$ cat src/rtl/bin_to_bcd_seq.sv
// bin_to_bcd_seq: sequential double-dabble binary-to-BCD converter, one bit per clock.
// Optional macro BCD_LEADING_BLANK_EN enables the registered leading-zero blank mask.
`default_nettype none

module bin_to_bcd_seq #(
    parameter int WIDTH  = 16,
    parameter int DIGITS = 5
) (
    input  logic                  clk,
    input  logic                  reset_n,
    input  logic                  in_valid,
    output logic                  in_ready,
    input  logic [WIDTH-1:0]      bin_i,
    output logic                  out_valid,
    output logic [4*DIGITS-1:0]   bcd_o,
    output logic                  busy,
    output logic [DIGITS-1:0]     blank_o
);

    function automatic int min_digits(input int w);
        longint unsigned v;
        int              d;
        v = (64'd1 << w) - 64'd1;
        d = 0;
        while (v != 64'd0) begin
            d++;
            v = v / 64'd10;
        end
        return d;
    endfunction

    generate
        if (WIDTH < 4 || WIDTH > 32) begin : g_width_check
            $error("bin_to_bcd_seq: WIDTH must be in 4..32");
        end
        if (DIGITS < min_digits(WIDTH)) begin : g_digits_check
            $error("bin_to_bcd_seq: DIGITS too small to hold 2^WIDTH-1");
        end
    endgenerate

    localparam int CW = $clog2(WIDTH);

    typedef enum logic [0:0] {
        IDLE  = 1'b0,
        SHIFT = 1'b1
    } state_t;

    state_t                state_q, state_d;
    logic [WIDTH-1:0]      shift_q, shift_d;
    logic [4*DIGITS-1:0]   scratch_q, scratch_d;
    logic [4*DIGITS-1:0]   bcd_q, bcd_d;
    logic [DIGITS-1:0]     blank_q, blank_d;
    logic [CW-1:0]         cnt_q, cnt_d;
    logic                  out_valid_q, out_valid_d;

    logic [4*DIGITS-1:0]   adj_w;
    logic [4*DIGITS-1:0]   scratch_next_w;
    logic [WIDTH-1:0]      shift_next_w;
    logic [DIGITS-1:0]     blank_w;
    logic                  unused_msb_w;

    // Add-3 on digits 5..9, then shift {scratch, shift} left by one in the same cycle.
    always_comb begin
        adj_w = scratch_q;
        for (int k = 0; k < DIGITS; k++) begin
            if (scratch_q[4*k +: 4] >= 4'd5) begin
                adj_w[4*k +: 4] = scratch_q[4*k +: 4] + 4'd3;
            end
        end
    end

    assign scratch_next_w = {adj_w[4*DIGITS-2:0], shift_q[WIDTH-1]};
    assign shift_next_w   = {shift_q[WIDTH-2:0], 1'b0};
    assign unused_msb_w   = adj_w[4*DIGITS-1];

`ifdef BCD_LEADING_BLANK_EN
    always_comb begin : blank_calc
        logic nz_seen;
        nz_seen = 1'b0;
        blank_w = '0;
        for (int k = DIGITS - 1; k >= 1; k--) begin
            if (scratch_next_w[4*k +: 4] != 4'd0) begin
                nz_seen = 1'b1;
            end
            blank_w[k] = ~nz_seen;
        end
    end
`else
    assign blank_w = '0;
`endif

    always_comb begin
        state_d     = state_q;
        shift_d     = shift_q;
        scratch_d   = scratch_q;
        cnt_d       = cnt_q;
        bcd_d       = bcd_q;
        blank_d     = blank_q;
        out_valid_d = 1'b0;
        case (state_q)
            IDLE: begin
                if (in_valid) begin
                    shift_d   = bin_i;
                    scratch_d = '0;
                    cnt_d     = '0;
                    state_d   = SHIFT;
                end
            end
            SHIFT: begin
                scratch_d = scratch_next_w;
                shift_d   = shift_next_w;
                cnt_d     = cnt_q + 1'b1;
                if (cnt_q == CW'(WIDTH - 1)) begin
                    bcd_d       = scratch_next_w;
                    blank_d     = blank_w;
                    out_valid_d = 1'b1;
                    cnt_d       = '0;
                    state_d     = IDLE;
                end
            end
            default: state_d = IDLE;
        endcase
    end

    always_ff @(posedge clk or negedge reset_n) begin
        if (!reset_n) begin
            state_q     <= IDLE;
            shift_q     <= '0;
            scratch_q   <= '0;
            cnt_q       <= '0;
            bcd_q       <= '0;
            blank_q     <= '0;
            out_valid_q <= 1'b0;
        end else begin
            state_q     <= state_d;
            shift_q     <= shift_d;
            scratch_q   <= scratch_d;
            cnt_q       <= cnt_d;
            bcd_q       <= bcd_d;
            blank_q     <= blank_d;
            out_valid_q <= out_valid_d;
        end
    end

    assign in_ready  = (state_q == IDLE);
    assign busy      = (state_q == SHIFT);
    assign out_valid = out_valid_q;
    assign bcd_o     = bcd_q;
    assign blank_o   = blank_q;

endmodule

`default_nettype wire
$ cat config.mk
export PLATFORM = sky130hd
export DESIGN_NAME = bin_to_bcd_seq
export DESIGN_NICKNAME = d
export VERILOG_FILES = /design/src/rtl/bin_to_bcd_seq.sv
export SDC_FILE = /design/constraint.sdc
export NUM_CORES = 1
export LEC_CHECK = 0
export ABC_AREA = 1
export BUFFER_PORTS_ARGS = -buffer_cell sky130_fd_sc_hd__buf_2
export CAP_MARGIN = 20
export CORE_MARGIN = 2
export CORE_UTILIZATION = 51
export DETAILED_ROUTE_END_ITERATION = 12
export GPL_TIMING_DRIVEN = 0
export PLACE_DENSITY_LB_ADDON = 0.05
export SYNTH_ARGS = -nofsm -noshare
export SYNTH_HDL_FRONTEND = slang
export SYNTH_SLANG_ARGS = --single-unit
$ cat constraint.sdc
create_clock -name clk -period 1.18 [get_ports clk]
set_input_delay 0.059 -clock clk [delete_from_list [all_inputs] [get_ports clk]]
set_output_delay 0.059 -clock clk [all_outputs]
set_load 0.005 [all_outputs]
# --- After elaboration in Yosys (flattened, before gate mapping) ---
# Cells that the tools add are included.
classes:
  muxes: 17
  add_sub_neg: 6
  n_lt_le_gt_ge: 5
  n_reduce_logical: 1
  n_eq_ne: 2
  n_bitwise: 1
op_table:
  columns: ["cell", "n"]
  rows:
  - ["$pmux W20 S2", 1]
  - ["$pmux W16 S2", 1]
  - ["$mux W4", 6]
  - ["$ge A4 B3 Y1 const B", 5]
  - ["$mux W20", 1]
  - ["$add A4 B2 Y4 const B", 4]
  - ["$mux W16", 1]
  - ["$pmux W4 S2", 1]
  - ["$add A4 B1 Y4 const B", 1]
  - ["$eq A4 B4 Y1 const B", 1]
  - ["$mux W1", 4]
  - ["$add A3 B2 Y3 const B", 1]
  - ["$mux W3", 1]
  - ["$ne A2 B2 Y1 const B", 1]
  - ["$pmux W1 S2", 1]
  - ["$reduce_and A2 Y1", 1]
  - ["$not A1 Y1", 1]
totals:
  output_inout_bits: 28
  ff_bits: 62
  in_bits: 19

# --- Logic depth before layout (Yosys ltp) ---
# Gate-level depths: netlist (run 1).
logic_depth:
  depth_word: 3
  ltp_mapped: 8
  ltp_nobuf: 8

# --- Worst setup path after synthesis (run 1) ---
# OpenSTA, ideal clock, no wires.
synth_path:
  path_type: "reg2reg"
  startpoint: "register cnt_q[0]"
  endpoint: "register bcd_q[19], in the netlist bcd_o[19]"
  required_time_ns: 1.056
  path_buffers: 1
  path_slack_ns: -0.088
  path_stages_with_launch: 8
  arrival_time_ns: 1.144
  period_less_slack_ns: 1.268
  path_cell_list: "dfrtp_1 -> ha_1 -> nand3_4 -> nor2_8 -> inv_4 -> buf_6 -> nand2_1 -> o21ai_1"
synth_between:
  elab_chain_cells: 2
synth_rtl:
  columns: ["element", "line_no", "source"]
  rows:
  - ["start, declared", "53", "logic [CW-1:0] cnt_q, cnt_d;"]
  - ["start signal, assigned", "138", "cnt_q <= cnt_d;"]
  - ["$eq A4 B4 Y1", "113", "if (cnt_q == CW'(WIDTH - 1)) begin"]
  - ["$reduce_and A2 Y1 (no line)", null, null]
  - ["end signal, assigned", "131", "bcd_q <= '0;"]
  - ["end signal, assigned", "139", "bcd_q <= bcd_d;"]
  - ["end, declared", "51", "logic [4*DIGITS-1:0] bcd_q, bcd_d;"]
# No other way between the ends.
# A chain may end at the register's enable or synchronous reset.

# --- Worst setup path in the final report (run 1) ---
layout_path:
  startpoint: "register scratch_q[4]"
  endpoint: "register bcd_q[6], in the netlist bcd_o[6]"
layout_between:
  elab_chain_cells: 2
  word_cells_on_any_way: 3
  classes_between: "add/sub (1); order compare (1); mux (1)"
layout_rtl:
  columns: ["element", "line_no", "source"]
  rows:
  - ["start, declared", "50", "logic [4*DIGITS-1:0] scratch_q, scratch_d;"]
  - ["start signal, assigned", "137", "scratch_q <= scratch_d;"]
  - ["$add A4 B2 Y4 or $ge A4 B3 Y1 (tied branches)", "67, 66", null]
  - ["$mux W4 (*)", "66", "if (scratch_q[4*k +: 4] >= 4'd5) begin"]
# Mark *: on every way between the ends. The rest lies on a longest branch, timed or not.

==> run summary, run 1 <==
outcome: finished, violations left
failing checks: negative setup slack
maximum vdd drop: 1.91 mV
CTS tree: done
I/O Buffers: 41
Leak: 2.22 nW
most common cell after layout, fill and taps aside: nand2_1
Worst Clk Skew: 0.00844 ns
complex-gate fraction of the synthesized area: 7.82%
hpwl dp: 4550 µm
vias in the first global route: 2,926
ANT nets after route: 0
Crit path top cell by count: inv_2
Post-Synth Adder-Cell Area: 4.58%
final-report setup violation count: 27
Crit path max-delay family: simple AND/OR/NAND/NOR gates
routed wire length: 8000 µm
fmax: 785 MHz
critical path's largest stage delay: 0.43 ns
mapped cell area: 0.00301 mm²
CTS Buf Count: 9
Die ar.: 0.00653 mm²
area grow syn2layout: 50.0%
DR iter-0 viols: 154
first-pass GRT wire length: 12,900 µm
Critical Path, Cell by Cell: inv_2 -> ha_4 -> inv_2 -> nand2_4 -> nand4_1 -> nand3_2 -> nand2_1
multi-input combinational cell area: 0.00169 mm²
Filler cells: 371
post-synthesis xor/xnor area fraction: 0%
PD cells: 2870 mW/mm²
crit-path max FO: 4
TritonRoute pass-1 iters: 4
core region area: 0.00561 mm²
Final Max Tran Viols: 0
max cap viols: 0
via count: 2,866
overall routing resource usage: 26.2%
kind of critical path: register to register
Worst Path Arrival: 1.50 ns
RSZ-0062 raised after global routing: yes
Tcrit/Tclk final: 108%
Ant. Diodes: 0
CP Buf/Inv Count: 2
fin crit period: 1.27 ns
syn avg cell area: 8.57 µm²
Synth Warn #: 0
DRC: 0
Final nets: 493
CTS sink count: 62
synthesized flop and latch total: 62
cell row count: 27
Die W: 80.8 µm
vias per cell: 5.31
Clock Path Buffers: 2
top cells by area, synth: dfrtp_1 (52%), nand2_1 (13%), nand3_1 (6.3%)
hold_ws: 0.251 ns
root buffer cell: clkbuf_8
final hold viol count: 0
Worst Path Required: 1.41 ns
main combinational cell family by area after synthesis: simple AND/OR/NAND/NOR gates
worst-margin pin slew: 0.653 ns
pin count of the biggest net entering global routing: 36
CP Launch Type: register
CP Capture Type: register
Clk Latency, worst-skew pair: 0.34 ns
utilization after layout: 80.5%
simple-gate share of the synthesized area: 28.5%
initial antenna violation count: 0
Setup WS post-layout: -0.0933 ns
Hold Crit Class: input port to register
die height: 80.8 µm
commonest non-fill, non-tap cells in the layout: nand2_1 (79), dfrtp_1 (58), buf_2 (42)
H-tree depth: 3
Unique masters post-synth: 25
share of cells above drive strength 1: 43.6%
Seq/Total Area, Yosys: 51.6%
Worst slew margin: 56.5%
top-area cell type share of the netlist area: 51.6%
FF+latch area: 0.00156 mm²
CTS clk-pin slew, worst paths: 0.07 ns
initial core utilization: 53.6%
fraction of synthesized area in multiplexers: 0%
routability congestion estimate: 0.858
Synth area leader: dfrtp_1
slowest CP cell: dfrtp_1
Synth Instances: 351
DR WL/cell: 14.8 µm
Overflow after GRT: 0
IO Pins: 47
[cells in the mapped netlist]
cell        n
dfrtp_1    62
o21ai_1     5
buf_4       8
a22o_1      1
nand2_2     3
conb_1      1
ha_1       11
clkinv_1    1
buf_6       3
nand3_4     1
nor2_1     23
nor2_8      1
buf_1       1
inv_4       2
a21oi_1     1
o21ai_0    13
inv_2       1
nand3_1    38
clkbuf_1    2
nand4_1    11
nand2_1   101
o22ai_1    21
inv_1      21
nor3_1     15
buf_2       4
[worst paths after layout]
path / startpoint / end / slack [ns] / depth (start not counted)
min in group asynchronous: reset_n / scratch_q[10]$_DFFE_PN0P_ / 0.27 / 2
worst max-delay path: scratch_q[4]$_DFFE_PN0P_ / bcd_o[6]$_DFFE_PN0P_ / -0.09 / 7
worst min register to register: bcd_o[6]$_DFFE_PN0P_ / bcd_o[6]$_DFFE_PN0P_ / 0.47 / 2
worst min-delay path: in_valid / shift_q[3]$_DFFE_PN0P_ / 0.25 / 4
max in group asynchronous: reset_n / busy$_DFF_PN0_ / 0.28 / 3
worst max register to register: scratch_q[4]$_DFFE_PN0P_ / bcd_o[6]$_DFFE_PN0P_ / -0.09 / 7
[worst register-to-register path: cells and delay by family, from the launching register on]
family / cells / cell delay [ns]
simple gates: 4 / 0.46
buf+inv: 2 / 0.14
flops: 1 / 0.43
fa+ha+maj: 1 / 0.13
[layout make-up]
type                       instances  area share (%)
tap                               72            2.00
sequential                        62            34.5
inverter                          25            2.41
clock inverter                     4           0.998
buffer                            17            3.55
multi-input combinational        250            37.3
timing repair buffer              98            15.8
clock buffer                      12            3.44
[routing by layer]
| layer | track usage, % | routed length, µm |
|---|---|---|
| met1 | 30.1 | 3420 |
| met2 | 47.1 | 4100 |
| met3 | 6.00 | 330 |
| met4 | 10.7 | 153 |
| met5 | 0 | 0 |
[state kept, by name, summed over array words and instances, names as in the netlist]
signal	flops
cnt_q	4
busy	1
out_valid	1
shift_q	16
bcd_o	20
scratch_q	20
[logic make-up (layout without fill, tap and decap cells)]
kind of cell / count (synthesis) / count (layout)
AOI/OAI and AO/OA: 41 / 41
adders and majority gates: 11 / 11
buffers and inverters: 43 / 156
DFF: 62 / 62
other: 1 / 5
and+or+nand+nor: 193 / 193
[where the power goes]
| part | internal [mW] | leakage (nW) | switching [mW] | total, mW |
|---|---|---|---|---|
| sequential | 3.19 | 0.748 | 0.888 | 4.08 |
| combinational | 3.23 | 1.37 | 3.74 | 6.97 |
| clock | 1.08 | 0.106 | 0.818 | 1.90 |
[per-stage QoR]
step	cell area [µm²]	setup TNS, ns	power [mW]	std cells	setup slack, ns
after floorplan	3050	-0.981	7.11	355	-0.0592
after CTS	4200	-0.273	11.7	533	-0.0246
after detailed placement	3370	-7.79	8.42	469	-0.241
after global routing	4510	-3.25	14.0	540	-0.186
after global placement	3350	-15.96	8.22	468	-0.226
final	4510	-0.810	12.9	540	-0.0933
[timing repair]
item	4_1_cts	5_1_grt
endpoints found under the setup margin	59	58
endpoints found under the hold margin	43	0
pin swaps	27	21
setup buffers	31	7
hold buffers	18	0
gates resized for setup	70	70
Power figures use the tool's default switching activity.
==> run 2, diff against run 1 <==
--- a/config.mk
+++ b/config.mk
@@ -9,7 +9,7 @@
 export BUFFER_PORTS_ARGS = -buffer_cell sky130_fd_sc_hd__buf_2
 export CAP_MARGIN = 20
 export CORE_MARGIN = 2
-export CORE_UTILIZATION = 51
+export CORE_UTILIZATION = 35
 export DETAILED_ROUTE_END_ITERATION = 12
 export GPL_TIMING_DRIVEN = 0
 export PLACE_DENSITY_LB_ADDON = 0.05
==> run summary, run 2 (synthesized netlist as in run 1, its figures left out) <==
outcome: finished, violations left
failing checks: negative setup slack
hpwl dp: 4750 µm (+4.6%)
worst-margin pin slew: 0.811 ns (+0.158 ns)
Seq pwr share: 31.7% (+0.2 points)
final-report setup violation count: 25 (-7.4%)
overall routing resource usage: 16.7% (-9.5 points)
final hold viol count: 0 (unchanged)
multi-input combinational cell area: 0.00162 mm² (-4.1%)
Logic pwr share: 51.3% (-2.5 points)
Clk Latency, worst-skew pair: 0.34 ns (about the same)
Leak: 2.19 nW (-1.4%)
vias in the first global route: 2,677 (-8.5%)
CP Buf/Inv Count: 2 (unchanged)
Worst Path Required: 1.42 ns (about the same)
CTS sink count: 62 (unchanged)
slowest CP cell: dfrtp_1
root buffer cell: clkbuf_8
DR WL/cell: 14.1 µm (-4.6%)
Setup WS post-layout: -0.0565 ns (+0.0368 ns)
Int Power: 7.63 mW (+1.7%)
DRC: 0 (unchanged)
Filler cells: 794 (+110%)
kind of critical path: register to register
fmax: 809 MHz (+3.0%)
CP Capture Type: register
Worst slew margin: 46.0% (-11 points)
TritonRoute pass-1 iters: 4 (unchanged)
CTS clk-pin slew, worst paths: 0.07 ns (about the same)
routability congestion estimate: 0.780 (-9.1%)
maximum vdd drop: 1.35 mV (-29%)
IO Pins: 47 (unchanged)
Final nets: 484 (-1.8%)
cell row count: 33 (+22%)
Worst Path Arrival: 1.47 ns (-0.03 ns)
Die ar.: 0.00935 mm² (+43%)
vias per cell: 4.98 (-6.3%)
Critical Path, Cell by Cell: inv_2 -> ha_4 -> inv_2 -> nand2_4 -> nand4_1 -> nand3_1 -> nand2_1
FF+latch area: 0.00156 mm² (unchanged)
ANT nets after route: 0 (unchanged)
CTS Buf Count: 9 (unchanged)
core region area: 0.00826 mm² (+47%)
routed wire length: 7970 µm (-0.38%)
Crit path max-delay family: flip-flops
commonest non-fill, non-tap cells in the layout: nand2_1 (80), dfrtp_1 (58), buf_2 (41)
Sum Neg Setup Slack: -0.803 ns (+0.00669 ns)
Final Max Tran Viols: 0 (unchanged)
max cap viols: 0 (unchanged)
DR iter-0 viols: 94 (-39%)
Switch Pwr: 5.25 mW (-3.6%)
crit-path max FO: 4 (unchanged)
power share of the clock group: 17.0% (+2.3 points)
first-pass GRT wire length: 12,700 µm (-1.6%)
Die W: 96.7 µm (+20%)
Ant. Diodes: 0 (unchanged)
area grow syn2layout: 48.5%
die height: 96.7 µm (+20%)
share of cells above drive strength 1: 40.5% (-3.1 points)
H-tree depth: 3 (unchanged)
Crit path top cell by count: inv_2
CP Launch Type: register
pin count of the biggest net entering global routing: 63 (+75%)
initial antenna violation count: 0 (unchanged)
Clock Path Buffers: 2 (unchanged)
CTS tree: done
RSZ-0062 raised after global routing: yes
Hold Crit Class: input port to register
Sw Share: 40.7% (-1.3 points)
PD cells: 2880 mW/mm² (+0.54%)
Tcrit/Tclk final: 105% (-3.1 points)
critical path's largest stage delay: 0.41 ns (-0.02 ns)
I/O Buffers: 41 (unchanged)
total power: 12.9 mW (-0.50%)
via count: 2,806 (-2.1%)
Worst Clk Skew: 0.0103 ns (+0.00188 ns)
most common cell after layout, fill and taps aside: nand2_1
initial core utilization: 36.4% (-17 points)
fin crit period: 1.24 ns (-0.0368 ns)
Overflow after GRT: 0 (unchanged)
run 2: cell types whose count changed in the layout (fill, tap and decap cells not counted), sizes merged:
cell	previous run	this run
buf	96	85
bufinv	1	2
clkbuf	13	16
clkinv	5	3
run 2: final timing paths:
| path | to | start | slack, ns | depth (start not counted) |
|---|---|---|---|---|
| worst max-delay path | bcd_o[14]$_DFFE_PN0P_ | scratch_q[13]$_DFFE_PN0P_ | -0.06 | 7 |
| worst min-delay path | shift_q[14]$_DFFE_PN0P_ | in_valid | 0.18 | 4 |
| worst max register to register | bcd_o[14]$_DFFE_PN0P_ | scratch_q[13]$_DFFE_PN0P_ | -0.06 | 7 |
| worst min register to register | bcd_o[1]$_DFFE_PN0P_ | bcd_o[1]$_DFFE_PN0P_ | 0.47 | 2 |
| max in group asynchronous | scratch_q[4]$_DFFE_PN0P_ | reset_n | 0.23 | 2 |
| min in group asynchronous | bcd_o[9]$_DFFE_PN0P_ | reset_n | 0.34 | 2 |
run 2: tightest hold or removal path: stages:
cell,delay [ns]
buf_2,0.11
clkinv_1,0.17
nor3_1,0.07
nor2_1,0.08
run 2: layout make-up:
type	count	area share [%]
inverter	25	2.38
clock buffer	13	3.78
sequential	62	34.8
clock inverter	3	1.46
timing repair buffer	89	14.8
buffer	17	3.61
multi-input combinational	250	36.2
tap	105	2.94
run 2: what timing repair did:
action / in CTS / in global routing
resized for setup: 59 / 61
endpoints found under the setup margin: 60 / 51
pin swaps: 9 / 28
setup buffers: 23 / 6
hold endpoints to repair: 78 / 0
gates cloned: 0 / 1
hold buffers: 18 / 0
run 2: layer usage:
layer / global-route usage, % / wire (µm) / vias up
li1: - / - / 1377
met1: 21.5 / 3570 / 1353
met2: 27.5 / 3910 / 66
met3: 3.76 / 369 / 10
met4: 6.50 / 119 / 0
met5: 0 / 0 / -
run 2: power groups by stage:
| stage | registers (mW) | clock network (mW) | logic (mW) |
|---|---|---|---|
| after floorplan | 3.83 | 0 | 3.27 |
| after global placement | 3.93 | 0 | 4.44 |
| after detailed placement | 3.94 | 0 | 4.53 |
| after CTS | 3.96 | 2.24 | 5.49 |
| after global routing | 4.23 | 2.33 | 7.40 |
| final | 4.09 | 2.19 | 6.60 |
run 2: per-stage QoR:
step / instances / worst slack (ns) / hold WS, ns / cell area (µm²) / utilization (%)
4_1_cts: 557 / -0.0644 / 0.173 / 4130 / 50.0
6_report: 564 / -0.0565 / 0.185 / 4470 / 54.1
3_5_place_dp: 501 / -0.274 / 0.209 / 3390 / 41.0
2_1_floorplan: 355 / -0.0592 / -0.237 / 3050 / -
5_1_grt: 564 / -0.130 / 0.227 / 4470 / 54.1
3_3_place_gp: 501 / -0.292 / 0.293 / 3390 / 41.0
==> run 3, diff against run 2 <==
--- a/config.mk
+++ b/config.mk
@@ -10,9 +10,11 @@
 export CAP_MARGIN = 20
 export CORE_MARGIN = 2
 export CORE_UTILIZATION = 35
+export CTS_BUF_LIST = sky130_fd_sc_hd__clkbuf_8
 export DETAILED_ROUTE_END_ITERATION = 12
 export GPL_TIMING_DRIVEN = 0
 export PLACE_DENSITY_LB_ADDON = 0.05
+export SKIP_CTS_REPAIR_TIMING = 1
 export SYNTH_ARGS = -nofsm -noshare
 export SYNTH_HDL_FRONTEND = slang
 export SYNTH_SLANG_ARGS = --single-unit
==> run summary, run 3 (synthesized netlist as in run 1, its figures left out) <==
outcome: finished, violations left
failing checks: negative hold slack, negative setup slack
maximum vdd drop: 1.37 mV (+1.4%)
initial core utilization: 36.4% (unchanged)
RSZ-0062 raised after global routing: yes
Die W: 96.7 µm (unchanged)
Final nets: 484 (unchanged)
routability congestion estimate: 0.780 (unchanged)
Setup WS post-layout: -0.0841 ns (-0.0276 ns)
fin crit period: 1.26 ns (+0.0276 ns)
Worst slew margin: 45.4% (-0.61 points)
Worst Path Required: 1.40 ns (-0.02 ns)
non-filler cells, final: 564 (unchanged)
Worst R2R Start: cnt_q[0]$_DFFE_PN0P_
Tcrit/Tclk final: 107% (+2.3 points)
area grow syn2layout: 48.3%
pin count of the biggest net entering global routing: 63 (unchanged)
met3 wire length: 319 µm (-14%)
RR Endpoint: bcd_o[7]$_DFFE_PN0P_
final-report setup violation count: 25 (unchanged)
I/O Buffers: 41 (unchanged)
Ant. Diodes: 0 (unchanged)
vias per cell: 4.87 (-2.2%)
met2 routed WL: 3960 µm (+1.4%)
Overflow after GRT: 0 (unchanged)
Leak: 2.18 nW (-0.64%)
Worst Path Arrival: 1.48 ns (about the same)
fmax: 791 MHz (-2.2%)
CP Capture Type: register
worst-margin pin slew: 0.820 ns (+0.00918 ns)
Clock Path Buffers: 2 (unchanged)
kind of critical path: register to register
max cap viols: 0 (unchanged)
via count: 2,745 (-2.2%)
root buffer cell: clkbuf_8
Hold Crit Class: input port to register
Die ar.: 0.00935 mm² (unchanged)
DR iter-0 viols: 56 (-40%)
startpoint of the lowest-slack hold path: bin_i[11]
final hold viol count: 2 (+2)
initial antenna violation count: 0 (unchanged)
max layer used: met4
CTS tree: done
Final Max Tran Viols: 0 (unchanged)
commonest non-fill, non-tap cells in the layout: nand2_1 (84), dfrtp_1 (58), buf_2 (40)
vias in the first global route: 2,461 (-8.1%)
depth of the worst hold-timing path: 3 (-1)
IO Pins: 47 (unchanged)
PD cells: 2850 mW/mm² (-1.2%)
die height: 96.7 µm (unchanged)
R2R cell count: 7 (unchanged)
R2R Setup Slk: -0.08 ns (-0.03 ns)
hold_ws: -0.0486 ns (-0.233 ns)
TritonRoute pass-1 iters: 4 (unchanged)
DRC: 0 (unchanged)
pre-CTS setup slack: -0.274 ns (unchanged)
DR WL/cell: 14.1 µm (about the same)
overall routing resource usage: 15.7% (-1.1 points)
CTS sink count: 62 (unchanged)
ANT nets after route: 0 (unchanged)
CTS clk-pin slew, worst paths: 0.07 ns (about the same)
Hold EP: shift_q[11]$_DFFE_PN0P_
H-tree depth: 3 (unchanged)
Clk Latency, worst-skew pair: 0.34 ns (about the same)
CTS Buf Count: 9 (unchanged)
crit-path max FO: 10 (+6)
core region area: 0.00826 mm² (unchanged)
Cells after DPL: 501 (unchanged)
share of cells above drive strength 1: 40.5% (unchanged)
first-pass GRT wire length: 11,800 µm (-6.5%)
cell row count: 33 (unchanged)
hpwl dp: 4750 µm (unchanged)
CP Launch Type: register
routed wire length: 7970 µm (about the same)
most common cell after layout, fill and taps aside: nand2_1
Worst Clk Skew: 0.00936 ns (-0.000967 ns)
Met1 Wirelength: 3620 µm (+1.2%)
## run 3: cell types whose count changed in the layout (fill, tap and decap cells not counted), moves of 3 or more
cell / before / now
buf_4: 33 / 38
nor3_1: 15 / 7
dlygate4sd3_1: 18 / 15
nand2_1: 80 / 84
nor3_2: 0 / 8
nand2_2: 17 / 14
## run 3: final cells by class
| type | count | area, µm² |
|---|---|---|
| Buffer | 18 | 176 |
| Clock buffer | 12 | 165 |
| Clock inverter | 4 | 68.8 |
| Fill cell | 795 | 3800 |
| Inverter | 25 | 121 |
| Multi-Input combinational cell | 250 | 1610 |
| Sequential cell | 62 | 1560 |
| Tap cell | 105 | 131 |
| Timing Repair Buffer | 88 | 626 |
## run 3: worst max path at each step
stage,endpoint,slack (ns),depth (start not counted),start
floorplan,bcd_o[19]$_DFFE_PN0P_,-0.06,7,cnt_q[1]$_DFFE_PN0P_
detailed placement,bcd_o[18]$_DFFE_PN0P_,-0.27,7,cnt_q[1]$_DFFE_PN0P_
global route,bcd_o[8]$_DFFE_PN0P_,-0.15,6,cnt_q[0]$_DFFE_PN0P_
global placement,bcd_o[0]$_DFFE_PN0P_,-0.29,7,cnt_q[0]$_DFFE_PN0P_
finish,bcd_o[7]$_DFFE_PN0P_,-0.08,7,cnt_q[0]$_DFFE_PN0P_
CTS,in_ready,-0.35,4,busy$_DFF_PN0_
## run 3: worst max-delay path, stage by stage, from the launching register on
cell and delay, ns:
dfrtp_2 0.41, ha_4 0.16, nand3_4 0.09, nor2_8 0.16, inv_6 0.07, buf_8 0.14, nand2_1 0.05, o21ai_1 0.05
## run 3: where the power goes
part	internal, mW	switching, mW	total (mW)
clock network	1.35	0.818	2.17
logic	3.01	3.45	6.46
registers	3.19	0.881	4.07
total	7.55	5.15	12.7
## run 3: metal layers
layer	GRT usage, %	vias to the layer above
met4	5.53	0
met1	20.9	1311
li1	-	1375
met5	0	-
met2	24.9	51
met3	3.76	8
## run 3: stage by stage
stage	TNS, ns	power (mW)	cell area [µm²]	utilization [%]
floorplan	-0.981	7.11	3050	-
global placement	-23.82	8.37	3390	41.0
detailed placement	-9.68	8.47	3390	41.0
CTS	-10.60	10.7	3620	43.9
global route	-4.03	13.8	4460	54.0
finish	-1.44	12.7	4460	54.0
